`src/rtl/mem_lsu_pkg.sv`:
```
// mem_lsu shared types: access sizes, FSM states, align modes.
// Imported by the LSU top, its align helper and the bus interface users.
package mem_lsu_pkg;

  localparam int STRB_W = 8;

  localparam logic [1:0] SIZE_B = 2'd0;
  localparam logic [1:0] SIZE_H = 2'd1;
  localparam logic [1:0] SIZE_W = 2'd2;
  localparam logic [1:0] SIZE_D = 2'd3;

  typedef enum logic [1:0] {
    S_IDLE = 2'd0,
    S_REQ  = 2'd1,
    S_WAIT = 2'd2,
    S_DONE = 2'd3
  } state_e;

  typedef enum logic {
    ALN_STORE = 1'b0,
    ALN_LOAD  = 1'b1
  } aln_mode_e;

  function automatic logic misaligned(
    input logic [1:0] size,
    input logic [2:0] off
  );
    logic m;
    unique case (size)
      SIZE_B:  m = 1'b0;
      SIZE_H:  m = off[0];
      SIZE_W:  m = |off[1:0];
      default: m = |off;
    endcase
    return m;
  endfunction

endpackage

```
`src/rtl/mem_lsu_if.sv`:
```
// Single-outstanding req/gnt/rvalid data bus between LSU and memory.
// Signal suffixes are seen from the LSU (master) side.
interface mem_lsu_if #(
  parameter int DATA_W = 64,
  parameter int ADDR_W = 64
) ();

  logic              mem_lsu_req_o;
  logic              mem_lsu_we_o;
  logic [ADDR_W-1:0] mem_lsu_bus_addr_o;
  logic [7:0]        mem_lsu_wstrb_o;
  logic [DATA_W-1:0] mem_lsu_bus_wdata_o;
  logic              mem_lsu_gnt_i;
  logic              mem_lsu_rvalid_i;
  logic [DATA_W-1:0] mem_lsu_bus_rdata_i;

  modport master (
    output mem_lsu_req_o,
    output mem_lsu_we_o,
    output mem_lsu_bus_addr_o,
    output mem_lsu_wstrb_o,
    output mem_lsu_bus_wdata_o,
    input  mem_lsu_gnt_i,
    input  mem_lsu_rvalid_i,
    input  mem_lsu_bus_rdata_i
  );

  modport slave (
    input  mem_lsu_req_o,
    input  mem_lsu_we_o,
    input  mem_lsu_bus_addr_o,
    input  mem_lsu_wstrb_o,
    input  mem_lsu_bus_wdata_o,
    output mem_lsu_gnt_i,
    output mem_lsu_rvalid_i,
    output mem_lsu_bus_rdata_i
  );

endinterface

```
`src/rtl/mem_lsu_align.sv`:
```
// Byte-lane alignment: store shift + strobes, or load extract + extend.
// Purely combinational; mode_i picks the direction.
module mem_lsu_align
  import mem_lsu_pkg::*;
#(
  parameter int DATA_W = 64
) (
  input  aln_mode_e          mode_i,
  input  logic [1:0]         size_i,
  input  logic               uns_i,
  input  logic [2:0]         off_i,
  input  logic [DATA_W-1:0]  wdata_i,
  input  logic [DATA_W-1:0]  rdata_i,
  output logic [STRB_W-1:0]  strb_o,
  output logic [DATA_W-1:0]  data_o
);

  logic [5:0]        sh;
  logic [DATA_W-1:0] lane;
  logic [STRB_W-1:0] mask;
  logic [DATA_W-1:0] ext;

  assign sh   = {off_i, 3'b000};
  assign lane = rdata_i >> sh;

  always_comb begin
    mask = 8'hFF;
    ext  = lane;
    unique case (size_i)
      SIZE_B: begin
        mask = 8'h01;
        ext  = {{(DATA_W-8){~uns_i & lane[7]}}, lane[7:0]};
      end
      SIZE_H: begin
        mask = 8'h03;
        ext  = {{(DATA_W-16){~uns_i & lane[15]}}, lane[15:0]};
      end
      SIZE_W: begin
        mask = 8'h0F;
        ext  = {{(DATA_W-32){~uns_i & lane[31]}}, lane[31:0]};
      end
      default: begin
        mask = 8'hFF;
        ext  = lane;
      end
    endcase
  end

  always_comb begin
    strb_o = '0;
    data_o = ext;
    if (mode_i == ALN_STORE) begin
      strb_o = mask << off_i;
      data_o = wdata_i << sh;
    end
  end

endmodule

```
`src/rtl/mem_lsu.sv`:
```
// MEM-stage load/store unit: one bus access in flight, stalls via ready.
// Non-memory ops and misaligned accesses complete without bus traffic.
module mem_lsu
  import mem_lsu_pkg::*;
#(
  parameter int DATA_W = 64,
  parameter int ADDR_W = 64
) (
  input  logic              clk,
  input  logic              rst_n,
  input  logic              mem_lsu_valid_i,
  output logic              mem_lsu_ready_o,
  input  logic              mem_lsu_load_i,
  input  logic              mem_lsu_store_i,
  input  logic [1:0]        mem_lsu_size_i,
  input  logic              mem_lsu_unsigned_i,
  input  logic [ADDR_W-1:0] mem_lsu_addr_i,
  input  logic [DATA_W-1:0] mem_lsu_wdata_i,
  output logic [DATA_W-1:0] mem_lsu_res_data_o,
  output logic              mem_lsu_done_o,
  output logic              mem_lsu_misalign_o,
  mem_lsu_if.master         bus
);

  state_e            state_q;
  logic [1:0]        size_q;
  logic              uns_q;
  logic              load_q;
  logic [2:0]        off_q;
  logic              ready_q;
  logic              done_q;
  logic              mis_q;
  logic [DATA_W-1:0] res_q;
  logic              req_q;
  logic              we_q;
  logic [ADDR_W-1:0] baddr_q;
  logic [7:0]        strb_q;
  logic [DATA_W-1:0] bwdata_q;

  aln_mode_e         aln_mode;
  logic [1:0]        aln_size;
  logic              aln_uns;
  logic [2:0]        aln_off;
  logic [STRB_W-1:0] aln_strb;
  logic [DATA_W-1:0] aln_data;
  logic              is_mem;
  logic              mis;

  // IDLE aligns the incoming store; WAIT extracts load data from the bus.
  always_comb begin
    aln_mode = ALN_STORE;
    aln_size = mem_lsu_size_i;
    aln_uns  = mem_lsu_unsigned_i;
    aln_off  = mem_lsu_addr_i[2:0];
    if (state_q != S_IDLE) begin
      aln_size = size_q;
      aln_uns  = uns_q;
      aln_off  = off_q;
    end
    if (state_q == S_WAIT) aln_mode = ALN_LOAD;
  end

  mem_lsu_align #(
    .DATA_W (DATA_W)
  ) u_align (
    .mode_i  (aln_mode),
    .size_i  (aln_size),
    .uns_i   (aln_uns),
    .off_i   (aln_off),
    .wdata_i (mem_lsu_wdata_i),
    .rdata_i (bus.mem_lsu_bus_rdata_i),
    .strb_o  (aln_strb),
    .data_o  (aln_data)
  );

  assign is_mem = mem_lsu_load_i | mem_lsu_store_i;
  assign mis    = misaligned(mem_lsu_size_i, mem_lsu_addr_i[2:0]);

  always_ff @(posedge clk or negedge rst_n) begin
    if (!rst_n) begin
      state_q  <= S_IDLE;
      size_q   <= '0;
      uns_q    <= 1'b0;
      load_q   <= 1'b0;
      off_q    <= '0;
      ready_q  <= 1'b1;
      done_q   <= 1'b0;
      mis_q    <= 1'b0;
      res_q    <= '0;
      req_q    <= 1'b0;
      we_q     <= 1'b0;
      baddr_q  <= '0;
      strb_q   <= '0;
      bwdata_q <= '0;
    end else begin
      unique case (state_q)
        S_IDLE: begin
          if (mem_lsu_valid_i) begin
            size_q  <= mem_lsu_size_i;
            uns_q   <= mem_lsu_unsigned_i;
            load_q  <= mem_lsu_load_i;
            off_q   <= mem_lsu_addr_i[2:0];
            ready_q <= 1'b0;
            if (!is_mem) begin
              res_q   <= mem_lsu_addr_i;
              done_q  <= 1'b1;
              state_q <= S_DONE;
            end else if (mis) begin
              res_q   <= '0;
              mis_q   <= 1'b1;
              done_q  <= 1'b1;
              state_q <= S_DONE;
            end else begin
              req_q    <= 1'b1;
              we_q     <= mem_lsu_store_i;
              baddr_q  <= {mem_lsu_addr_i[ADDR_W-1:3], 3'b000};
              strb_q   <= aln_strb;
              bwdata_q <= aln_data;
              state_q  <= S_REQ;
            end
          end
        end
        S_REQ: begin
          if (bus.mem_lsu_gnt_i) begin
            req_q   <= 1'b0;
            state_q <= S_WAIT;
          end
        end
        S_WAIT: begin
          if (bus.mem_lsu_rvalid_i) begin
            res_q   <= load_q ? aln_data : '0;
            done_q  <= 1'b1;
            state_q <= S_DONE;
          end
        end
        default: begin
          done_q  <= 1'b0;
          mis_q   <= 1'b0;
          ready_q <= 1'b1;
          state_q <= S_IDLE;
        end
      endcase
    end
  end

  assign mem_lsu_ready_o        = ready_q;
  assign mem_lsu_done_o         = done_q;
  assign mem_lsu_misalign_o     = mis_q;
  assign mem_lsu_res_data_o     = res_q;
  assign bus.mem_lsu_req_o      = req_q;
  assign bus.mem_lsu_we_o       = we_q;
  assign bus.mem_lsu_bus_addr_o = baddr_q;
  assign bus.mem_lsu_wstrb_o    = strb_q;
  assign bus.mem_lsu_bus_wdata_o = bwdata_q;

endmodule

```
`src/flat_wrapper.sv`:
```
// flat-port wrapper written by rule: the top's interface ports become plain ports
module mem_lsu_flat import mem_lsu_pkg::*;
#(
  parameter int DATA_W = 64,
  parameter int ADDR_W = 64
)
  (clk, rst_n, mem_lsu_valid_i, mem_lsu_ready_o, mem_lsu_load_i, mem_lsu_store_i, mem_lsu_size_i, mem_lsu_unsigned_i, mem_lsu_addr_i, mem_lsu_wdata_i, mem_lsu_res_data_o, mem_lsu_done_o, mem_lsu_misalign_o, bus_mem_lsu_req_o, bus_mem_lsu_we_o, bus_mem_lsu_bus_addr_o, bus_mem_lsu_wstrb_o, bus_mem_lsu_bus_wdata_o, bus_mem_lsu_gnt_i, bus_mem_lsu_rvalid_i, bus_mem_lsu_bus_rdata_i);
  mem_lsu_if #(.DATA_W(DATA_W), .ADDR_W(ADDR_W)) bus_i ();
  input  logic clk;
  input  logic rst_n;
  input  logic mem_lsu_valid_i;
  output logic mem_lsu_ready_o;
  input  logic mem_lsu_load_i;
  input  logic mem_lsu_store_i;
  input  logic [1:0] mem_lsu_size_i;
  input  logic mem_lsu_unsigned_i;
  input  logic [ADDR_W-1:0] mem_lsu_addr_i;
  input  logic [DATA_W-1:0] mem_lsu_wdata_i;
  output logic [DATA_W-1:0] mem_lsu_res_data_o;
  output logic mem_lsu_done_o;
  output logic mem_lsu_misalign_o;
  output wire logic [$bits(bus_i.mem_lsu_req_o)-1:0] bus_mem_lsu_req_o;
  output wire logic [$bits(bus_i.mem_lsu_we_o)-1:0] bus_mem_lsu_we_o;
  output wire logic [$bits(bus_i.mem_lsu_bus_addr_o)-1:0] bus_mem_lsu_bus_addr_o;
  output wire logic [$bits(bus_i.mem_lsu_wstrb_o)-1:0] bus_mem_lsu_wstrb_o;
  output wire logic [$bits(bus_i.mem_lsu_bus_wdata_o)-1:0] bus_mem_lsu_bus_wdata_o;
  input wire logic [$bits(bus_i.mem_lsu_gnt_i)-1:0] bus_mem_lsu_gnt_i;
  input wire logic [$bits(bus_i.mem_lsu_rvalid_i)-1:0] bus_mem_lsu_rvalid_i;
  input wire logic [$bits(bus_i.mem_lsu_bus_rdata_i)-1:0] bus_mem_lsu_bus_rdata_i;
  assign bus_mem_lsu_req_o = bus_i.mem_lsu_req_o;
  assign bus_mem_lsu_we_o = bus_i.mem_lsu_we_o;
  assign bus_mem_lsu_bus_addr_o = bus_i.mem_lsu_bus_addr_o;
  assign bus_mem_lsu_wstrb_o = bus_i.mem_lsu_wstrb_o;
  assign bus_mem_lsu_bus_wdata_o = bus_i.mem_lsu_bus_wdata_o;
  assign bus_i.mem_lsu_gnt_i = bus_mem_lsu_gnt_i;
  assign bus_i.mem_lsu_rvalid_i = bus_mem_lsu_rvalid_i;
  assign bus_i.mem_lsu_bus_rdata_i = bus_mem_lsu_bus_rdata_i;
  mem_lsu #(.DATA_W(DATA_W), .ADDR_W(ADDR_W)) u_core (.clk(clk), .rst_n(rst_n), .mem_lsu_valid_i(mem_lsu_valid_i), .mem_lsu_ready_o(mem_lsu_ready_o), .mem_lsu_load_i(mem_lsu_load_i), .mem_lsu_store_i(mem_lsu_store_i), .mem_lsu_size_i(mem_lsu_size_i), .mem_lsu_unsigned_i(mem_lsu_unsigned_i), .mem_lsu_addr_i(mem_lsu_addr_i), .mem_lsu_wdata_i(mem_lsu_wdata_i), .mem_lsu_res_data_o(mem_lsu_res_data_o), .mem_lsu_done_o(mem_lsu_done_o), .mem_lsu_misalign_o(mem_lsu_misalign_o), .bus(bus_i));
endmodule
```
`config.mk`:
```
export PLATFORM = sky130hd
export DESIGN_NAME = mem_lsu_flat
export DESIGN_NICKNAME = d
export VERILOG_FILES = /design/src/rtl/mem_lsu_pkg.sv /design/src/rtl/mem_lsu_if.sv /design/src/rtl/mem_lsu_align.sv /design/src/rtl/mem_lsu.sv /design/src/flat_wrapper.sv
export SDC_FILE = /design/constraint.sdc
export NUM_CORES = 1
export LEC_CHECK = 0
export BUFFER_PORTS_ARGS = -buffer_cell sky130_fd_sc_hd__buf_2
export CAP_MARGIN = 10
export CELL_PAD_IN_SITES_DETAIL_PLACEMENT = 0
export CELL_PAD_IN_SITES_GLOBAL_PLACEMENT = 2
export CORE_UTILIZATION = 30
export DETAILED_ROUTE_END_ITERATION = 6
export GPL_TIMING_DRIVEN = 1
export HOLD_SLACK_MARGIN = 0.05
export MAX_ROUTING_LAYER = met4
export PLACE_DENSITY = 0.8
export SLEW_MARGIN = 25
export SYNTH_ARGS = -nofsm -noshare
export SYNTH_HDL_FRONTEND = slang
export SYNTH_SLANG_ARGS = --single-unit
```
`constraint.sdc`:
```
create_clock -name clk -period 3.3 [get_ports clk]
set_input_delay 0.33 -clock clk [delete_from_list [all_inputs] [get_ports clk]]
set_output_delay 0.33 -clock clk [all_outputs]
set_load 0.005 [all_outputs]
```
# Word-level counts from Yosys, hierarchy flattened
# Index checks and enable logic that the tools add are counted.
# word_totals
register_bits	211
latch_bits	0
ram_bits	0
rom_bits	0
in_bits	202
output_inout_bits	205
n_memories	0
# op_classes
n_addsub	0
n_mul	0
div	0
order_cmp	0
eq_ne	13
n_shift	3
muxes	36
n_bitwise	8
reduce_logical	17
# op_table
operator	count
two-way mux 64 bit	6
one-hot mux 64 bit (3 select lines)	1
one-hot mux 64 bit (2 select lines)	1
left shift 64 x 6 -> 64 bit	1
>> shifter 64 x 6 -> 64 bit	1
one-hot mux 8 bit (3 select lines)	1
AND reduction 4 bit	4
two-way mux 1 bit	13
two-way mux 2 bit	6
two-way mux 8 bit	1
!= test 2 bit (second input constant)	4
left shift 8 x 3 -> 8 bit	1
== test 2 x 1 -> 1 bit (second input constant)	3
== test 2 bit (second input constant)	3
logical NOT 2 bit	3
one-hot mux 1 bit (2 select lines)	3
one-hot mux 1 bit (3 select lines)	2
one-hot mux 2 bit (3 select lines)	1
nonzero test 2 bit	3
AND reduction 5 bit	1
!= test 2 x 1 -> 1 bit (second input constant)	2
NOT 1 bit	4
AND reduction 2 bit	2
OR reduction 2 bit	2
other kinds (6)	8

# Logic depth before layout (Yosys ltp)
# Gate-level depths: netlist of the first run.
# logic_depth
ltp_word	9
ltp_mapped	12
depth_no_buf	8

# Modules after synthesis
# A second synthesis of the first run with hierarchy kept.
# unflattened
hier_cells	1153
hier_area_um2	13142.6
# by_module_without_submodules
mod	n_inst	cells_each	area_per_inst_um2
mem_lsu	1	567	8719.6
mem_lsu_align	1	586	4423.0

# Least setup slack after synthesis of the first run
# OpenSTA, ideal clock, no wires.
# synth_timing
kind	register to register
start	register u_core.state_q[0]
end	register u_core.bwdata_q[58] (netlist: u_core.bus.mem_lsu_bus_wdata_o[58])
setup_time_ns	0.138
arrival_ns	2.452
setup_slack_ns	0.710
stages_incl_launch_ff	13
n_path_buf	4
period_less_slack_ns	2.590
path_cell_list	dfrtp_1 > inv_1 > ha_1 > buf_6 > buf_2 > mux2_2 > nor2_1 > a32oi_1 > o2111a_1 > buf_6 > buf_4 > nor4_1 > o21ai_0
# synth_via
elab_chain_len	6
elab_cells_between_ends	19
cone_classes	3 x eq/ne; 2 x shift; 6 x mux; 4 x bitwise; 4 x reduce/logical
# synth_rtl
element	line	source
start, declared	mem_lsu.sv:25	state_e state_q;
start signal, assigned	mem_lsu.sv:81	state_q <= S_IDLE;
start signal, assigned	mem_lsu.sv:107	state_q <= S_DONE;
start signal, assigned	mem_lsu.sv:112	state_q <= S_DONE;
nonzero test 2 bit	mem_lsu.sv:55	if (state_q != S_IDLE) begin
two-way mux 3 bit or two-way mux 1 bit (tied branches)	mem_lsu.sv:55	
>> shifter 64 x 6 -> 64 bit or NOT 1 bit (tied branches)	n/a	
bitwise AND 1 bit (on tied branches)	mem_lsu_align.sv:40, mem_lsu_align.sv:32, mem_lsu_align.sv:36	
one-hot mux 64 bit (3 select lines)	mem_lsu_align.sv:29	unique case (size_i)
two-way mux 64 bit	mem_lsu_align.sv:52	if (mode_i == ALN_STORE) begin
end signal, assigned	mem_lsu.sv:118	bwdata_q <= aln_data;
end, declared	mem_lsu.sv:38	logic [DATA_W-1:0] bwdata_q;
# Several ways; a longest one is shown, not always the timed one.
# A chain may end at the register's enable or synchronous reset.

# Worst setup path after layout of the first run
# layout_timing
start	register u_core.state_q[0]
end	register u_core.bwdata_q[35] (netlist: u_core.bus.mem_lsu_bus_wdata_o[35])
# Same word-level chain as after synthesis.

==> run_results.csv, run 1 <==
group,metric,value,unit
timing,finalSetupViolCount,0,
logic_synthesis,synth_warnings,0,
detailed_routing,num_vias,13810,
floorplanning,fp.dieArea,43710,µm²
logic_synthesis,ys_seq_area_share,41.06,%
global_routing,grt-ovfl-total,0,
detailed_routing,first_pass_iters,6,
floorplanning,die_w,209.1,µm
timing,fin_crit_sh,94.05,%
logic_synthesis,synth_compound_area_share,20.62,%
cts,cts_setup_buffers,0,
global_routing,grt_most_used_layer,"met2",
detailed_routing,post-route-drc-count,0,
worst_setup_path,critPathBufInv,3,
logic_synthesis,synth-async-reset-ratio,100.0,%
global_routing,grt_first_pass_wirelength,93310,µm
layout,area_growth,36.76,%
global_routing,use_met1,38.52,%
worst_hold_path,hp-class,"input port to flop",
timing,finalSetupTns,0,ns
logic_synthesis,synth_top_area_share,40.85,%
cts,clock_latency,0.57,ns
layout,drive_gt1_share,30.55,%
worst_hold_path,min_to,"u_core.load_q",
worst_setup_path,critPathLaunchType,"flop",
run_status,outcome,"finished clean",
floorplanning,placementRows,75,
detailed_routing,detail-route-antenna-nets,0,
timing,rsz0062_at_grt,"no",
timing,max_freq,0.3222,GHz
cts,numCtsBuffers,28,
cts,clockBufferDepth,3,
placement,io_buffers,403,
cts,clkSinkCount,211,
worst_setup_path,cp.arrival,3.53,ns
timing,worst_pin_slew,0.8132,ns
timing,fin_crit,3.104,ns
cts,clock-root-buffer,"clkbuf_16",
global_routing,met2_usage,46.62,%
worst_setup_path,critPathMostFrequentCell,"mux2i_1",
global_routing,grt_pass1_vias,13760,
worst_setup_path,critical_path_class,"flop to flop",
worst_setup_path,path_cells,"inv_1 > ha_2 > mux2i_4 > buf_12 > buf_4 > mux2i_1 > mux2i_1 > nand2_1 > nor4b_2 > o21ai_0",
layout,layoutNonFillerInstCount,2545,
logic_synthesis,netlist_area,12860,µm²
worst_setup_path,slowest_stage,"nor4b_2",
timing,slew_headroom,45.59,%
floorplanning,coreArea,42130,µm²
worst_setup_path,cp_top_family,"buffers and inverters",
logic_synthesis,synth_fa_ha_area_share,0.3891,%
logic_synthesis,synthDistinctLibCells,62,
worst_setup_path,setup.worst_path.end_class,"flop",
logic_synthesis,synth_mux_area_share,14.06,%
placement,gp_congestion,0.9471,
logic_synthesis,synth_xor_area_share,0,%
worst_setup_path,r2r_slack,0.20,ns
floorplanning,ios,407,
detailed_routing,drt_iter0_markers,1285,
global_routing,grt.total_usage,29.58,%
logic_synthesis,synth_area_leaders,"dfrtp_1 (41%), nand2_1 (11%), mux2i_1 (11%)",
worst_setup_path,reg2reg_depth,10,
worst_hold_path,hold_start,"mem_lsu_load_i",
floorplanning,die_height,209.1,µm
placement,hpwl,48530,µm
run,drv_cap,0,
worst_setup_path,crit_required,3.72,ns
logic_synthesis,syn_avg_cell_area,8.468,µm²
layout,final_nets,2186,
logic_synthesis,synth-main-ff-cell,"dfrtp_1",
timing,slew_viol_final,0,
timing,whs,0.09202,ns
logic_synthesis,synth-seq-cells,211,
timing,final_hold_viol_count,0,
worst_setup_path,path_max_fanout,47,
global_routing,grt_max_degree,82,
cts,h-tree-depth,1,
worst_setup_path,critPathMaxStageDelay,0.48,ns
power,power,18890,µW
power,vdd_drop_max,455.0,µV
worst_setup_path,rr_endpoint,"u_core.bus.mem_lsu_bus_wdata_o[35]",
worst_hold_path,hold_path_depth,2,
power,power.density,1074,nW/µm²
floorplanning,initial_core_util,30.53,%
logic_synthesis,synth_edf_count,0,
timing,clock_skew,0.01054,ns
logic_synthesis,yosys.area_share.simple,19.30,%
detailed_routing,routed_via_density,5.428,
logic_synthesis,synth_top_family_by_area,"compound AO/OA/AOI/OAI gates",
placement,dp_cells,2424,
detailed_routing,routed_wl,64050,µm
global_routing,antenna_found_initial,6,
cts,cts.clk_slew.worst_paths,0.06,ns
logic_synthesis,synth_top_area_cell,"dfrtp_1",
detailed_routing,wl_per_cell,25.17,µm
logic_synthesis,synthCells,1519,
worst_setup_path,r2r-start,"u_core.state_q[0]",
global_routing,grtUsageMet3,5.110,%
power,p_leak,0.008584,µW
cts,tritoncts,"yes",
==> cell usage after synthesis, types with 7 or more instances <==
cell type	n
nor2_1	106
o32ai_1	8
mux2i_1	136
o211ai_1	46
o22ai_1	8
nor3_1	15
and3_1	18
a2bb2oi_1	8
o21ai_0	127
a22oi_1	23
nor4b_2	8
o21a_1	9
and2_1	8
nand2_1	389
nor4b_1	9
nor4_1	16
o2bb2ai_1	8
a21oi_1	106
clkbuf_1	81
buf_2	26
dfrtp_1	210
a221oi_1	9
o221ai_1	7
buf_4	7
a222oi_1	15
mux2_2	34
==> registers in the layout, indices dropped and copies added (netlist names), 2 cells and up <==
register / cells
u_core.bus.mem_lsu_wstrb_o: 8
u_core.size_q: 2
u_core.state_q: 2
u_core.off_q: 3
u_core.bus.mem_lsu_bus_wdata_o: 64
u_core.mem_lsu_res_data_o: 64
u_core.bus.mem_lsu_bus_addr_o: 61
==> placed cells by master, fill, tap and decap left out, drive strengths merged, types with 15 or more instances in the layout <==
| cell type | n |
|---|---|
| o21ai | 134 |
| nor4b | 17 |
| a222oi | 15 |
| nor3 | 16 |
| dfrtp | 210 |
| a21oi | 108 |
| o211ai | 46 |
| buf | 489 |
| a22oi | 23 |
| nor2 | 106 |
| dlygate4sd3 | 65 |
| clkbuf | 40 |
| nand2 | 389 |
| mux2i | 138 |
| nor4 | 16 |
| and3 | 18 |
| mux2 | 35 |
==> through the flow <==
step	util [%]	worst slack [ns]	instance area, µm²
2_1_floorplan	-	0.7095	12870
3_3_place_gp	37.73	-0.2943	15900
3_5_place_dp	37.75	-0.2194	15910
4_1_cts	41.64	0.04839	17550
5_1_grt	41.75	0.09535	17590
6_report	41.75	0.1963	17590
==> cells by family after synthesis <==
logic type | after synthesis
and+or+nand+nor | 583
muxes | 174
other | 1
adders and majority gates | 4
buffers and inverters | 130
AOI/OAI and AO/OA | 416
DFF | 211
==> repair_timing <==
item	in CTS	in global routing
gates resized for setup	8	6
hold buffers	65	0
endpoints found under the hold margin	142	0
endpoints found under the setup margin	15	25
==> layout make-up <==
class	instances	area (µm²)
Fill cell	4389	24540
Multi-Input combinational cell	1180	7164
Sequential cell	211	5281
Timing Repair Buffer	554	3498
Clock buffer	40	837.1
Tap cell	539	674.4
Clock inverter	10	102.6
Inverter	5	18.77
Antenna cell	6	15.01
==> per-layer routing <==
layer	share of wire [%]	wire (µm)
met1	44	28120
met2	46	29480
met3	6.8	4334
met4	3.3	2125
met5	0	0
==> where the power goes <==
part | internal (µW) | switching, µW | total, µW
combinational | 4490 | 6900 | 11400
clock | 1900 | 1250 | 3150
sequential | 3670 | 669 | 4340
==> how the worst max path moves through the flow <==
stage | end | startpoint | depth (start not counted)
after global routing | u_core.bus.mem_lsu_bus_wdata_o[35] | u_core.state_q[0] | 10
final | u_core.bus.mem_lsu_bus_wdata_o[35] | u_core.state_q[0] | 10
after floorplan | u_core.bus.mem_lsu_bus_wdata_o[58] | u_core.state_q[0] | 12
after global placement | u_core.bus.mem_lsu_bus_wdata_o[61] | u_core.state_q[0] | 9
after CTS | u_core.mem_lsu_res_data_o[44] | u_core.state_q[1] | 10
after detailed placement | u_core.mem_lsu_res_data_o[45] | u_core.state_q[0] | 10
Power figures use the tool's default switching activity.
==> run 2: changes to the inputs <==
--- a/config.mk
+++ b/config.mk
@@ -14,7 +14,7 @@
 export GPL_TIMING_DRIVEN = 1
 export HOLD_SLACK_MARGIN = 0.05
 export MAX_ROUTING_LAYER = met4
-export PLACE_DENSITY = 0.8
+export PLACE_DENSITY = 0.94
 export SLEW_MARGIN = 25
 export SYNTH_ARGS = -nofsm -noshare
 export SYNTH_HDL_FRONTEND = slang
==> constraint.sdc (replaced) <==
create_clock -name clk -period 2.86 [get_ports clk]
set_input_delay 0.286 -clock clk [delete_from_list [all_inputs] [get_ports clk]]
set_output_delay 0.286 -clock clk [all_outputs]
set_load 0.005 [all_outputs]
==> run 2 against run 1 <==
Effect of this change: clock power is 12% higher; sequential share of layout area decreased by 1.8 points; design area up 6.2%; core utilization rose by 2.6 points; register-to-register slack got worse by 0.14 ns; fmax rose by 11%; non-clock buffer count increased by 90; worst setup slack lost 0.14 ns; count of clock-buffer cells in the layout fell by 1; critical path depth increased by 3; global-route usage grew 0.97 points; cell count rose by 3.8%; critical endpoint is now u_core.mem_lsu_res_data_o[59].
==> run_results.csv, run 2 (synthesized netlist as in run 1, its figures left out) <==
group,metric,value,unit
cts,clock_latency,0.57,ns
layout,ff_latch_area,5281,µm²
timing,fin_crit_sh,98.11,%
layout,final_cell_mix,"buf_2 (402), nand2_1 (388), dfrtp_1 (210)",
worst_setup_path,setup.worst_path.end_class,"flop",
worst_setup_path,rr_endpoint,"u_core.mem_lsu_res_data_o[59]",
worst_setup_path,path_cells,"inv_1 > ha_4 > buf_12 > mux2i_4 > buf_12 > buf_12 > nand2_1 > a32oi_2 > o2111a_2 > clkbuf_16 > nor4_1 > buf_4 > o21ai_0",
layout,layoutNonFillerInstCount,2642,
worst_setup_path,worstSetupStartpoint,"u_core.state_q[0]",
worst_setup_path,critPathMaxStageDelay,0.38,ns
worst_setup_path,path_max_fanout,18,
detailed_routing,first_pass_iters,6,
worst_setup_path,critical_path_class,"flop to flop",
worst_setup_path,critPathBufInv,6,
cts,clockBufferDepth,3,
worst_setup_path,cp_top_family,"buffers and inverters",
placement,dp_cells,2500,
global_routing,grt-ovfl-total,0,
global_routing,grt_first_pass_wirelength,96410,µm
detailed_routing,detail-route-antenna-nets,0,
global_routing,grt_pass1_vias,14270,
worst_setup_path,critPathMostFrequentCell,"buf_12",
worst_setup_path,crit_required,3.33,ns
detailed_routing,drt_iter0_markers,1724,
floorplanning,coreArea,42130,µm²
run_status,outcome,"finished clean",
cts,clkSinkCount,211,
power,power.density,1261,nW/µm²
layout,area_growth,45.23,%
layout,final.fill_count,4233,
detailed_routing,wl_per_cell,25.42,µm
timing,final_hold_viol_count,0,
placement,io_buffers,403,
layout,multiInputGateArea,7380,µm²
floorplanning,placementRows,75,
detailed_routing,num_vias,14770,
worst_setup_path,r2r-start,"u_core.state_q[0]",
cts,clock-root-buffer,"clkbuf_16",
cts,numCtsBuffers,27,
worst_hold_path,min_to,"u_core.size_q[0]",
global_routing,grt.total_usage,30.55,%
timing,clock_skew,0.02454,ns
worst_setup_path,cp.arrival,3.27,ns
layout,layout_commonest_cell,"buf_2",
power,p_leak,0.009137,µW
power,vdd_drop_max,817.2,µV
floorplanning,fp.dieArea,43710,µm²
timing,slew_viol_final,0,
timing,finalSetupViolCount,0,
global_routing,antenna_found_initial,11,
floorplanning,initial_core_util,30.53,%
detailed_routing,routed_wl,67170,µm
timing,max_freq,0.3564,GHz
detailed_routing,post-route-drc-count,0,
timing,worst_pin_slew,0.7247,ns
placement,gp_congestion,0.9969,
worst_hold_path,hp-class,"input port to flop",
worst_hold_path,hold_start,"mem_lsu_size_i[0]",
cts,cts.clk_slew.worst_paths,0.06,ns
placement,hpwl,50170,µm
worst_hold_path,hold_path_depth,3,
timing,fin_crit,2.806,ns
global_routing,grt_max_degree,96,
detailed_routing,routed_via_density,5.592,
layout,drive_gt1_share,34.19,%
timing,slew_headroom,51.57,%
worst_setup_path,slowest_stage,"dfrtp_1",
run,drv_cap,0,
worst_setup_path,crit_cells,13,
worst_setup_path,reg2reg_depth,13,
floorplanning,ios,407,
timing,finalSetupTns,0,ns
worst_setup_path,critPathLaunchType,"flop",
worst_setup_path,r2r_slack,0.05,ns
floorplanning,die_w,209.1,µm
layout,final_nets,2279,
cts,h-tree-depth,1,
floorplanning,die_height,209.1,µm
cts,tritoncts,"yes",
## run 2: worst min-delay path, stage by stage
cell and delay (ns):
buf_2 0.15, inv_1 0.08, o21ai_0 0.09
## run 2: worst max path at each step
stage,slack (ns),end
after floorplan,0.27,u_core.bus.mem_lsu_bus_wdata_o[58]
after global placement,-0.35,u_core.mem_lsu_res_data_o[30]
after detailed placement,-0.45,u_core.mem_lsu_res_data_o[30]
after CTS,0.01,u_core.bus.mem_lsu_bus_wdata_o[56]
after global routing,-0.04,u_core.mem_lsu_res_data_o[43]
final,0.05,u_core.mem_lsu_res_data_o[59]
## run 2: layout make-up
| type | instances | area share [%] |
|---|---|---|
| Multi-Input combinational cell | 1184 | 39.50 |
| Tap cell | 539 | 3.610 |
| Clock buffer | 39 | 4.340 |
| Inverter | 5 | 0.1005 |
| Timing Repair Buffer | 644 | 23.49 |
| Clock inverter | 8 | 0.5224 |
| Sequential cell | 211 | 28.27 |
| Antenna cell | 12 | 0.1607 |
## run 2: metrics by stage
step           utilization, %  hold slack [ns]  instance area (µm²)  total power [µW]  setup slack (ns)
2_1_floorplan               -        -0.009591                12870             12070            0.2695
3_3_place_gp            39.12           0.3229                16480             18250           -0.3456
3_5_place_dp            39.12           0.3321                16480             18470           -0.4464
4_1_cts                 43.46          0.06871                18310             22710           0.01210
5_1_grt                 44.33          0.08094                18680             24740          -0.03636
6_report                44.34          0.08876                18680             23550           0.05398
## run 2: repair_timing
item / CTS / global route
endpoints found under the hold margin: 136 / 0
setup endpoints to repair: 114 / 113
hold buffers: 66 / 0
cloned: 5 / 4
gates resized for setup: 25 / 38
pin swaps: 6 / 5
buffers inserted: 5 / 3
## run 2: metal layers
metal	GRT usage [%]	share of wire [%]
met5	-	0
met1	38.81	40
met3	5.666	9.2
met4	10.98	4.0
met2	48.47	47
## run 2: power breakdown
group / leakage (µW) / internal [µW] / total (µW) / switching (µW)
combinational: 0.00601 / 6590 / 15000 / 8440
sequential: 0.00268 / 4240 / 5000 / 760
clock: 0.000441 / 2130 / 3520 / 1390
==> run 3: changes to the inputs <==
--- a/config.mk
+++ b/config.mk
@@ -14,7 +14,7 @@
 export GPL_TIMING_DRIVEN = 1
 export HOLD_SLACK_MARGIN = 0.05
 export MAX_ROUTING_LAYER = met4
-export PLACE_DENSITY = 0.94
+export PLACE_DENSITY_LB_ADDON = 0.08
 export SLEW_MARGIN = 25
 export SYNTH_ARGS = -nofsm -noshare
 export SYNTH_HDL_FRONTEND = slang
==> run 3 against run 2 <==
Effect of this change: sequential share of layout area fell by 0.58 points; worst hold slack improved by 0.018 ns; die area did not move; combinational power rose by 4%; count of clock-buffer cells in the layout fell by 2; first-iteration DRC count fell by 33%; critical path depth did not move; flip-flop and latch count did not move; sequential power barely moved.
==> run_results.csv, run 3 (synthesized netlist as in run 1, its figures left out) <==
group,metric,value,unit
run_status,outcome,"finished clean",
worst_hold_path,hold_start,"mem_lsu_addr_i[1]",
run,drv_cap,0,
layout,layoutNonFillerInstCount,2674,
layout,final_nets,2315,
cts,cts.clk_slew.worst_paths,0.06,ns
global_routing,met2_usage,47.08,%
layout,area_growth,48.29,%
power,seq_power_share,20.6,%
worst_hold_path,hp-class,"input port to flop",
layout,drive_gt1_share,35.68,%
timing,slew_viol_final,0,
placement,io_buffers,403,
global_routing,antenna_found_initial,4,
floorplanning,die_w,209.1,µm
global_routing,grt_pass1_vias,14350,
cts,clock-root-buffer,"clkbuf_16",
floorplanning,initial_core_util,30.53,%
worst_setup_path,crit_required,3.33,ns
layout,ff_latch_area,5281,µm²
power,vdd_drop_max,609.1,µV
detailed_routing,drt_iter0_markers,1153,
global_routing,grtUsageMet3,6.192,%
floorplanning,fp.dieArea,43710,µm²
power,p_leak,0.009440,µW
timing,fin_crit_sh,96.74,%
timing,fin_crit,2.767,ns
cts,clockBufferDepth,3,
power,pwr-share-comb,63.8,%
timing,max_freq,0.3614,GHz
timing,final_hold_viol_count,0,
layout,final.fill_count,4275,
power,p_int,13550,µW
detailed_routing,routed_via_density,5.359,
floorplanning,ios,407,
detailed_routing,post-route-drc-count,0,
detailed_routing,wl_per_cell,24.84,µm
timing,worst_pin_slew,0.5942,ns
layout,final_util,45.27,%
global_routing,grt_max_degree,67,
timing,slew_headroom,60.39,%
placement,hpwl,50730,µm
worst_setup_path,cp.arrival,3.24,ns
cts,tritoncts,"yes",
floorplanning,coreArea,42130,µm²
detailed_routing,num_vias,14330,
cts,clkSinkCount,211,
detailed_routing,detail-route-antenna-nets,0,
timing,finalSetupViolCount,0,
floorplanning,die_height,209.1,µm
timing,finalSetupTns,0,ns
worst_setup_path,path_max_fanout,11,
cts,numCtsBuffers,27,
layout,final_cell_mix,"buf_2 (402), nand2_1 (389), dfrtp_1 (210)",
power,sw_frac_of_total,44.50,%
global_routing,use_met1,40.59,%
worst_setup_path,rr_endpoint,"u_core.bus.mem_lsu_bus_wdata_o[32]",
placement,gp_congestion,0.9337,
worst_setup_path,critPathLaunchType,"flop",
worst_hold_path,hold_path_depth,2,
detailed_routing,first_pass_iters,6,
worst_setup_path,setup.worst_path.end_class,"flop",
global_routing,grt_first_pass_wirelength,96720,µm
worst_setup_path,critical_path_class,"flop to flop",
layout,layout_commonest_cell,"buf_2",
power,switchingPower,10870,µW
placement,dp_cells,2545,
timing,rsz0062_at_grt,"yes",
power,power.density,1280,nW/µm²
worst_hold_path,min_to,"u_core.off_q[1]",
cts,clock_latency,0.57,ns
layout,multiInputGateArea,7408,µm²
timing,clock_skew,0.02372,ns
global_routing,grt.total_usage,30.64,%
global_routing,grt_most_used_layer,"met2",
worst_setup_path,r2r-start,"u_core.state_q[1]",
worst_setup_path,reg2reg_depth,13,
power,power_frac_clock,15.6,%
cts,h-tree-depth,1,
worst_setup_path,r2r_slack,0.09,ns
global_routing,grt-ovfl-total,0,
floorplanning,placementRows,75,
detailed_routing,routed_wl,66410,µm
## run 3: what timing repair did
| item | in CTS | in global routing |
|---|---|---|
| endpoints found under the setup margin | 86 | 90 |
| gates resized for setup | 31 | 34 |
| hold buffers | 68 | 0 |
| endpoints found under the hold margin | 136 | 0 |
| buffers inserted | 0 | 4 |
| pin swaps | 1 | 6 |
| cloned | 1 | 1 |
## run 3: worst max path at each step
stage,start,end
floorplan,u_core.state_q[0],u_core.bus.mem_lsu_bus_wdata_o[58]
global placement,u_core.state_q[0],u_core.mem_lsu_res_data_o[46]
detailed placement,u_core.state_q[0],u_core.mem_lsu_res_data_o[46]
CTS,u_core.state_q[0],u_core.bus.mem_lsu_bus_wdata_o[61]
finish,u_core.state_q[1],u_core.bus.mem_lsu_bus_wdata_o[32]
global route,u_core.state_q[1],u_core.bus.mem_lsu_bus_wdata_o[35]
## run 3: layout make-up
class	instances	area share (%)
clock buffer	37	4.054
timing repair buffer	684	24.66
sequential	211	27.69
multi-input combinational	1180	38.84
antenna	5	0.06559
clock inverter	13	1.063
tap	539	3.535
inverter	5	0.09839
## run 3: power by group through the flow
stage | Sequential, µW | Clock (µW) | Combinational, µW
4_1_cts | 5020 | 3910 | 15100
3_5_place_dp | 5050 | 0 | 14500
2_1_floorplan | 4990 | 0 | 7080
3_3_place_gp | 5030 | 0 | 14500
6_report | 5020 | 3820 | 15600
5_1_grt | 5170 | 4010 | 16600
## run 3: metrics by stage
stage / instance area [µm²] / hold slack (ns) / power (µW) / worst slack (ns)
final: 19080 / 0.1067 / 24420 / 0.09314
after global routing: 19070 / 0.1005 / 25770 / -0.02383
after CTS: 18810 / 0.08812 / 24040 / 0.005398
after detailed placement: 16930 / 0.3071 / 19590 / -0.3596
after global placement: 16930 / 0.3022 / 19550 / -0.3744
after floorplan: 12870 / -0.009591 / 12070 / 0.2695
## run 3: worst max-delay path, stage by stage, from the launching register on
cell	delay, ns
dfrtp_1	0.39
inv_2	0.08
ha_4	0.19
buf_12	0.12
mux2i_4	0.30
buf_8	0.19
a21oi_1	0.07
a211o_1	0.34
a21oi_4	0.22
buf_6	0.19
buf_6	0.21
nor4b_2	0.07
buf_4	0.13
o21ai_0	0.14
## run 3: layer usage
layer | share of wire (%) | wire length [µm]
met3 | 7.6 | 5015
met1 | 44 | 29390
met2 | 45 | 30040
met4 | 3.0 | 1966
met5 | 0 | 0
